`src/rtl/mem_access_unit.sv`:
```
// MEM-stage data-memory access engine: drives an SRAM-like req/addr_ok/data_ok
// bus, stalls the pipeline while an access is pending and aligns/extends load data.
module mem_access_unit #(
  parameter int EXC_W    = 32,
  parameter int ADEL_BIT = 4,
  parameter int ADES_BIT = 5
) (
  input  logic             clk,
  input  logic             rst,
  input  logic             flush,
  input  logic             stall_i,
  input  logic             mem_read_flag_i,
  input  logic             mem_write_flag_i,
  input  logic             mem_sign_ext_flag_i,
  input  logic [3:0]       mem_sel_i,
  input  logic [31:0]      mem_write_data_i,
  input  logic [31:0]      result_i,
  input  logic [EXC_W-1:0] exception_type_i,
  output logic             ram_req_o,
  output logic             ram_wr_o,
  output logic [3:0]       ram_wstrb_o,
  output logic [31:0]      ram_addr_o,
  output logic [31:0]      ram_wdata_o,
  input  logic             ram_addr_ok_i,
  input  logic             ram_data_ok_i,
  input  logic [31:0]      ram_rdata_i,
  output logic             stall_request_o,
  output logic [31:0]      result_o,
  output logic [31:0]      bad_vaddr_o,
  output logic [EXC_W-1:0] exception_type_o
);

  typedef enum logic [2:0] {
    S_IDLE  = 3'd0,
    S_REQ   = 3'd1,
    S_WAIT  = 3'd2,
    S_DONE  = 3'd3,
    S_DRAIN = 3'd4
  } state_e;

  state_e      state_q, state_d;
  logic        drain_req_q, drain_req_d;
  logic [31:0] rdata_q;
  logic [31:0] addr_q, wdata_q;
  logic [3:0]  wstrb_q;
  logic        wr_q;

  logic        is_byte, is_half, is_word, sel_legal;
  logic [1:0]  lane;
  logic        mem_op, addr_err, access;
  logic [31:0] addr_live, wdata_live;
  logic [3:0]  wstrb_live;
  logic        load_en, latch_en, bypass_valid;

  function automatic logic [31:0] align_load(input logic [31:0] d, input logic [1:0] ln,
                                             input logic b_sz, input logic h_sz,
                                             input logic sext);
    logic [7:0]  b;
    logic [15:0] h;
    b = d[{ln, 3'b000} +: 8];
    h = d[{ln[1], 4'b0000} +: 16];
    if (b_sz)      return {{24{sext & b[7]}}, b};
    else if (h_sz) return {{16{sext & h[15]}}, h};
    else           return d;
  endfunction

  // NOTE: every signal assigned in always_comb gets a default first so no latch is inferred.
  always_comb begin : sel_decode
    is_byte = 1'b0;
    is_half = 1'b0;
    is_word = 1'b0;
    lane    = 2'd0;
    case (mem_sel_i)
      4'b0001: is_byte = 1'b1;
      4'b0010: begin is_byte = 1'b1; lane = 2'd1; end
      4'b0100: begin is_byte = 1'b1; lane = 2'd2; end
      4'b1000: begin is_byte = 1'b1; lane = 2'd3; end
      4'b0011: is_half = 1'b1;
      4'b1100: begin is_half = 1'b1; lane = 2'd2; end
      4'b1111: is_word = 1'b1;
      default: ;
    endcase
  end

  assign sel_legal = is_byte | is_half | is_word;
  assign mem_op    = mem_read_flag_i | mem_write_flag_i;
  assign addr_err  = mem_op & ~sel_legal;
  assign access    = mem_op & ~addr_err & (exception_type_i == '0) & ~flush;

  assign addr_live  = {result_i[31:2], 2'b00};
  assign wstrb_live = mem_write_flag_i ? mem_sel_i : 4'b0000;
  assign wdata_live = is_byte ? {4{mem_write_data_i[7:0]}} :
                      is_half ? {2{mem_write_data_i[15:0]}} : mem_write_data_i;

  // NOTE: sequential state uses non-blocking assignments so all flops update together.
  always_ff @(posedge clk or negedge rst) begin : state_reg
    if (!rst) begin
      state_q     <= S_IDLE;
      drain_req_q <= 1'b0;
    end else begin
      state_q     <= state_d;
      drain_req_q <= drain_req_d;
    end
  end

  // A request raised in IDLE is accepted like one in REQ so it is never issued twice.
  always_comb begin : next_state
    state_d     = state_q;
    drain_req_d = 1'b0;
    case (state_q)
      S_IDLE: begin
        if (access) begin
          if (ram_addr_ok_i && ram_data_ok_i) state_d = S_DONE;
          else if (ram_addr_ok_i)             state_d = S_WAIT;
          else                                state_d = S_REQ;
        end
      end
      S_REQ: begin
        if (ram_addr_ok_i) begin
          if (ram_data_ok_i) state_d = flush ? S_IDLE : S_DONE;
          else               state_d = flush ? S_DRAIN : S_WAIT;
        end else if (flush) begin
          state_d     = S_DRAIN;
          drain_req_d = 1'b1;
        end
      end
      S_WAIT: begin
        if (ram_data_ok_i) state_d = flush ? S_IDLE : S_DONE;
        else if (flush)    state_d = S_DRAIN;
      end
      S_DONE: begin
        if (flush || !stall_i) state_d = S_IDLE;
      end
      S_DRAIN: begin
        if (drain_req_q && !ram_addr_ok_i) drain_req_d = 1'b1;
        else if (ram_data_ok_i)            state_d     = S_IDLE;
      end
      default: state_d = S_IDLE;
    endcase
  end

  assign load_en  = (state_d == S_DONE) && (state_q != S_DONE);
  assign latch_en = (state_q == S_IDLE) && access;

  // Bus fields are captured at issue so a request outstanding across a flush stays stable.
  always_ff @(posedge clk or negedge rst) begin : data_reg
    if (!rst) begin
      rdata_q <= '0;
      addr_q  <= '0;
      wdata_q <= '0;
      wstrb_q <= '0;
      wr_q    <= 1'b0;
    end else begin
      if (load_en) rdata_q <= ram_rdata_i;
      if (latch_en) begin
        addr_q  <= addr_live;
        wdata_q <= wdata_live;
        wstrb_q <= wstrb_live;
        wr_q    <= mem_write_flag_i;
      end
    end
  end

  assign bypass_valid = ram_data_ok_i &
                        ((state_q == S_REQ) | (state_q == S_WAIT) |
                         ((state_q == S_IDLE) & access & ram_addr_ok_i));

  always_comb begin : outputs
    ram_req_o       = 1'b0;
    stall_request_o = 1'b0;
    case (state_q)
      S_IDLE:  begin ram_req_o = access;      stall_request_o = access; end
      S_REQ:   begin ram_req_o = 1'b1;        stall_request_o = 1'b1;   end
      S_WAIT:  stall_request_o = 1'b1;
      S_DRAIN: begin ram_req_o = drain_req_q; stall_request_o = mem_op; end
      default: ;
    endcase
    ram_req_o       = ram_req_o & rst;
    stall_request_o = stall_request_o & rst;

    if (state_q == S_IDLE) begin
      ram_addr_o  = addr_live;
      ram_wdata_o = wdata_live;
      ram_wstrb_o = wstrb_live;
      ram_wr_o    = mem_write_flag_i;
    end else begin
      ram_addr_o  = addr_q;
      ram_wdata_o = wdata_q;
      ram_wstrb_o = wstrb_q;
      ram_wr_o    = wr_q;
    end

    if (state_q == S_DONE)
      result_o = align_load(rdata_q, lane, is_byte, is_half, mem_sign_ext_flag_i);
    else if (bypass_valid)
      result_o = align_load(ram_rdata_i, lane, is_byte, is_half, mem_sign_ext_flag_i);
    else
      result_o = result_i;

    bad_vaddr_o                = addr_err ? result_i : 32'h0;
    exception_type_o           = exception_type_i;
    exception_type_o[ADEL_BIT] = exception_type_i[ADEL_BIT] | (addr_err & mem_read_flag_i);
    exception_type_o[ADES_BIT] = exception_type_i[ADES_BIT] | (addr_err & mem_write_flag_i);
  end

endmodule
```
`config.mk`:
```
export PLATFORM = sky130hd
export DESIGN_NAME = mem_access_unit
export DESIGN_NICKNAME = d
export VERILOG_FILES = /design/src/rtl/mem_access_unit.sv
export SDC_FILE = /design/constraint.sdc
export NUM_CORES = 1
export LEC_CHECK = 0
export BUFFER_PORTS_ARGS = -buffer_cell sky130_fd_sc_hd__buf_4
export CAP_MARGIN = 5
export CORE_AREA = 2 2 133 167
export CTS_CLUSTER_DIAMETER = 100
export CTS_CLUSTER_SIZE = 14
export DETAILED_ROUTE_END_ITERATION = 16
export DIE_AREA = 0 0 135 169
export GPL_TIMING_DRIVEN = 0
export PLACE_DENSITY_LB_ADDON = 0.25
export SLEW_MARGIN = 20
export SYNTH_ARGS = -nofsm -noshare
export SYNTH_HDL_FRONTEND = slang
export SYNTH_SLANG_ARGS = --single-unit
```
`constraint.sdc`:
```
create_clock -name clk -period 3.4 [get_ports clk]
set_input_delay 0.34 -clock clk [delete_from_list [all_inputs] [get_ports clk]]
set_output_delay 0.34 -clock clk [all_outputs]
set_load 0.005 [all_outputs]
```
==> out/qor.tcl <==
set qor(synth_edf_count) 0
set qor(maxSlewHeadroom) 0.371
set qor(floorplan.die_area_um2) 22800
set qor(area_delta_synth_final_pct) 41.2
set qor(yosys.cell_types.count) 55
set qor(max_cap_viol_count) 0
set qor(syn_inst) 919
set qor(irDropWorstVdd_v) 0.000250
set qor(buffer_ports.inserted) 303
set qor(synth_top_family_by_area) {simple AND/OR/NAND/NOR gates}
set qor(timing.critical_path.from_type) {input port}
set qor(finalMaxSlewViolations) 0
set qor(number_of_instances_in_the_placed_design) 1503
set qor(dr.pass1.iters) 5
set qor(globalRouteTotalUtil) 0.254
set qor(max_clock_freq_mhz) 303
set qor(synth-main-ff-cell) {dfrtp_1}
set qor(place_area_um2) 10000
set qor(clock_path_buffers) 2
set qor(design_area_final_um2) 10400
set qor(synth.top_cells.by_area) {dfrtp_1 35%, nand2_1 18%, mux2_4 6.1%}
set qor(cp-end-kind) {primary output}
set qor(hold_class) {in2reg}
set qor(setup_ws_ps) 96.0
set qor(timing_worst_setup_path_type) {in2out}
set qor(synth.mux.area_fraction) 0.152
set qor(detailroute.via_count) 7949
set qor(grt_antenna_before_repair) 0
set qor(post_synthesis_compound_gate_area_fraction) 0.163
set qor(clk_root_buffer_cell) {clkbuf_16}
set qor(preCtsSetupSlack_ps) -44.9
set qor(grt_overflow_total) 0
set qor(power.static_leakage_nw) 5.18
set qor(synth_top_area_frac) 0.351
set qor(place_hpwl_um) 23000
set qor(grt_pass1_vias) 7586
set qor(worst-slew-pin-transition_ps) 943
set qor(source_to_sink_clock_delay_at_the_later_pin_of_the_worst_skew_pair_ps) 370
set qor(setup_total_negative_slack_ps) 0
set qor(power.density_cell_area_nw_per_um2) 307
set qor(min_period_ps) 3300
set qor(post_synth_instance_area_um2) 7340
set qor(seq_area_frac_synth) 0.351
set qor(gr-max-usage-layer) {met2}
set qor(final_layout_size_suffix_gt1_frac) 0.354
set qor(htreeDepth) 3
set qor(grt_use_met2) 0.424
set qor(clkTransAtPathRegs_ps) 80
set qor(worst-endpoint-arrival_ps) 2960
set qor(skew_ps) 11.3
set qor(worstPathMaxFanout) 10
set qor(avg_inst_size_synth_um2) 7.99
set qor(initial_core_util) 0.344
set qor(yosysTopAreaCell) {dfrtp_1}
set qor(totalPowerFinal_mw) 3.19
set qor(chipWidth_um) 135
set qor(grtUsageMet1) 0.334
set qor(postSynth.asyncResetShare) 1.00
set qor(boundaryPins) 308
set qor(avgRoutedWirePerCell_um) 19.4
set qor(gr-usage-met3) 0.0440
set qor(clock_tree_from_tritoncts) {done}
set qor(worstPathRequired_ps) 3060
set qor(finish.net_count) 1377
set qor(cts_buffers) 9
set qor(clock_sinks) 103
set qor(place_congestion) 0.930
set qor(grt_first_pass_wirelength_um) 44200
set qor(vias_per_cell) 5.23
set qor(run_status) {completed}
set qor(synth_fa_ha_area_frac) 0
set qor(timing.final.setup_violations) 0
set qor(drtAntennaViolNets) 0
set qor(post-route-period-util) 0.972
set qor(fp.dieH_um) 169
set qor(final_hold_violating_endpoints) 0
set qor(post_synth_and_or_nand_nor_area_fraction) 0.249
set qor(route.final.wire_length_um) 29500
set qor(core_um2) 21300
set qor(final_cell_mix) {344 x nand2_1, 338 x buf_4, 103 x dfrtp_1}
set qor(final.hold.worst_slack_ps) 207
set qor(number_of_violations_reported_at_the_end_of_detailed_routing_iteration_0) 574
set qor(synth-xor-area-share) 0.00477
set qor(fp-row-count) 60
set qor(final_cell_count_no_fill) 1519
set qor(synth.yosys.warnings) 0
set qor(yosys_register_bits) 103
set qor(rsz_0062_raised_after_global_routing) {false}
set qor(n_antenna_cell) 0
set qor(grt_max_degree) 73
set qor(most_frequent_standard_cell_in_the_layout_excluding_fill_and_tap_cells) {nand2_1}
set qor(utilization) 0.487
set qor(remaining_drc_errors) 0
## worst max-delay path, stage by stage
cell and delay, ps:
buf_4 130, buf_2 180, or4b_2 720, o211ai_1 300, clkbuf_1 630, nor2_1 110
a21oi_1 210, o21ai_0 160, buf_4 180
## power breakdown
part / switching [mW] / leakage, nW / internal, mW / total, mW
Combinational: 0.393 / 3.58 / 0.396 / 0.789
Clock: 0.511 / 0.155 / 0.664 / 1.18
Sequential: 0.00000000115 / 1.44 / 1.22 / 1.22
## routing by layer
layer,share of wire,vias to the layer above,wire length (um)
met5,0,-,0
met4,0.026,0,767
met3,0.074,50,2180
met2,0.49,387,14300
met1,0.41,3779,12200
li1,-,3733,-
## cell usage after synthesis, types with 3 or more instances
master / n
mux2_4: 30
a21o_1: 17
dfrtp_1: 103
a22oi_1: 8
a221oi_1: 7
nand2_1: 344
nand3b_1: 4
buf_4: 34
and2_1: 27
mux2i_1: 26
a31oi_1: 18
mux4_2: 16
clkbuf_1: 44
nor4_1: 8
o2bb2ai_1: 18
nand3_1: 4
nor2_2: 3
buf_6: 4
xnor2_1: 3
a21oi_1: 19
buf_2: 14
nor3b_1: 3
inv_1: 11
o21ai_0: 86
nor3_1: 10
nor2_1: 25
## timing repair
| item | 4_1_cts | 5_1_grt |
|---|---|---|
| buffers inserted | 0 | 1 |
| resized for setup | 2 | 14 |
| endpoints found under the setup margin | 8 | 29 |
| endpoints found under the hold margin | 33 | 0 |
| hold buffers | 1 | 0 |
| pin swaps | 0 | 1 |
## state kept, by name, indices dropped and copies added, names as in the netlist
name         flops
addr_q          30
wdata_q         32
drain_req_q      1
wr_q             1
rdata_q         32
state_q          3
wstrb_q          4
## area by class of cell
type / instances / area, um^2
Clock inverter: 5 / 81.3
Inverter: 11 / 41.3
Multi-Input combinational cell: 708 / 4210
Fill cell: 2144 / 10900
Clock buffer: 10 / 239
Tap cell: 279 / 349
Buffer: 97 / 552
Sequential cell: 103 / 2580
Timing Repair Buffer: 306 / 2320
## logic make-up (layout without fill, tap and decap cells)
group                  count (synthesis)  after routing
AO/OA/AOI/OAI                        188            188
flip-flops                           103            103
AND/OR/NAND/NOR                      439            439
buffers and inverters                109            429
XOR/XNOR                               4              4
multiplexers                          75             75
other                                  1              2
## final timing paths
check	startpoint	to	slack, ps	depth (start not counted)
worst min-delay path	ram_rdata_i[4]	rdata_q[4]	210	2
worst max register to register	state_q[2]	rdata_q[11]	780	10
worst max-delay path	mem_sel_i[0]	ram_wdata_o[25]	100	9
worst min register to register	addr_q[24]	addr_q[24]	480	2
max in group asynchronous	rst	wr_q	2250	3
min in group asynchronous	rst	addr_q[20]	450	2
Power figures use the tool's default switching activity.
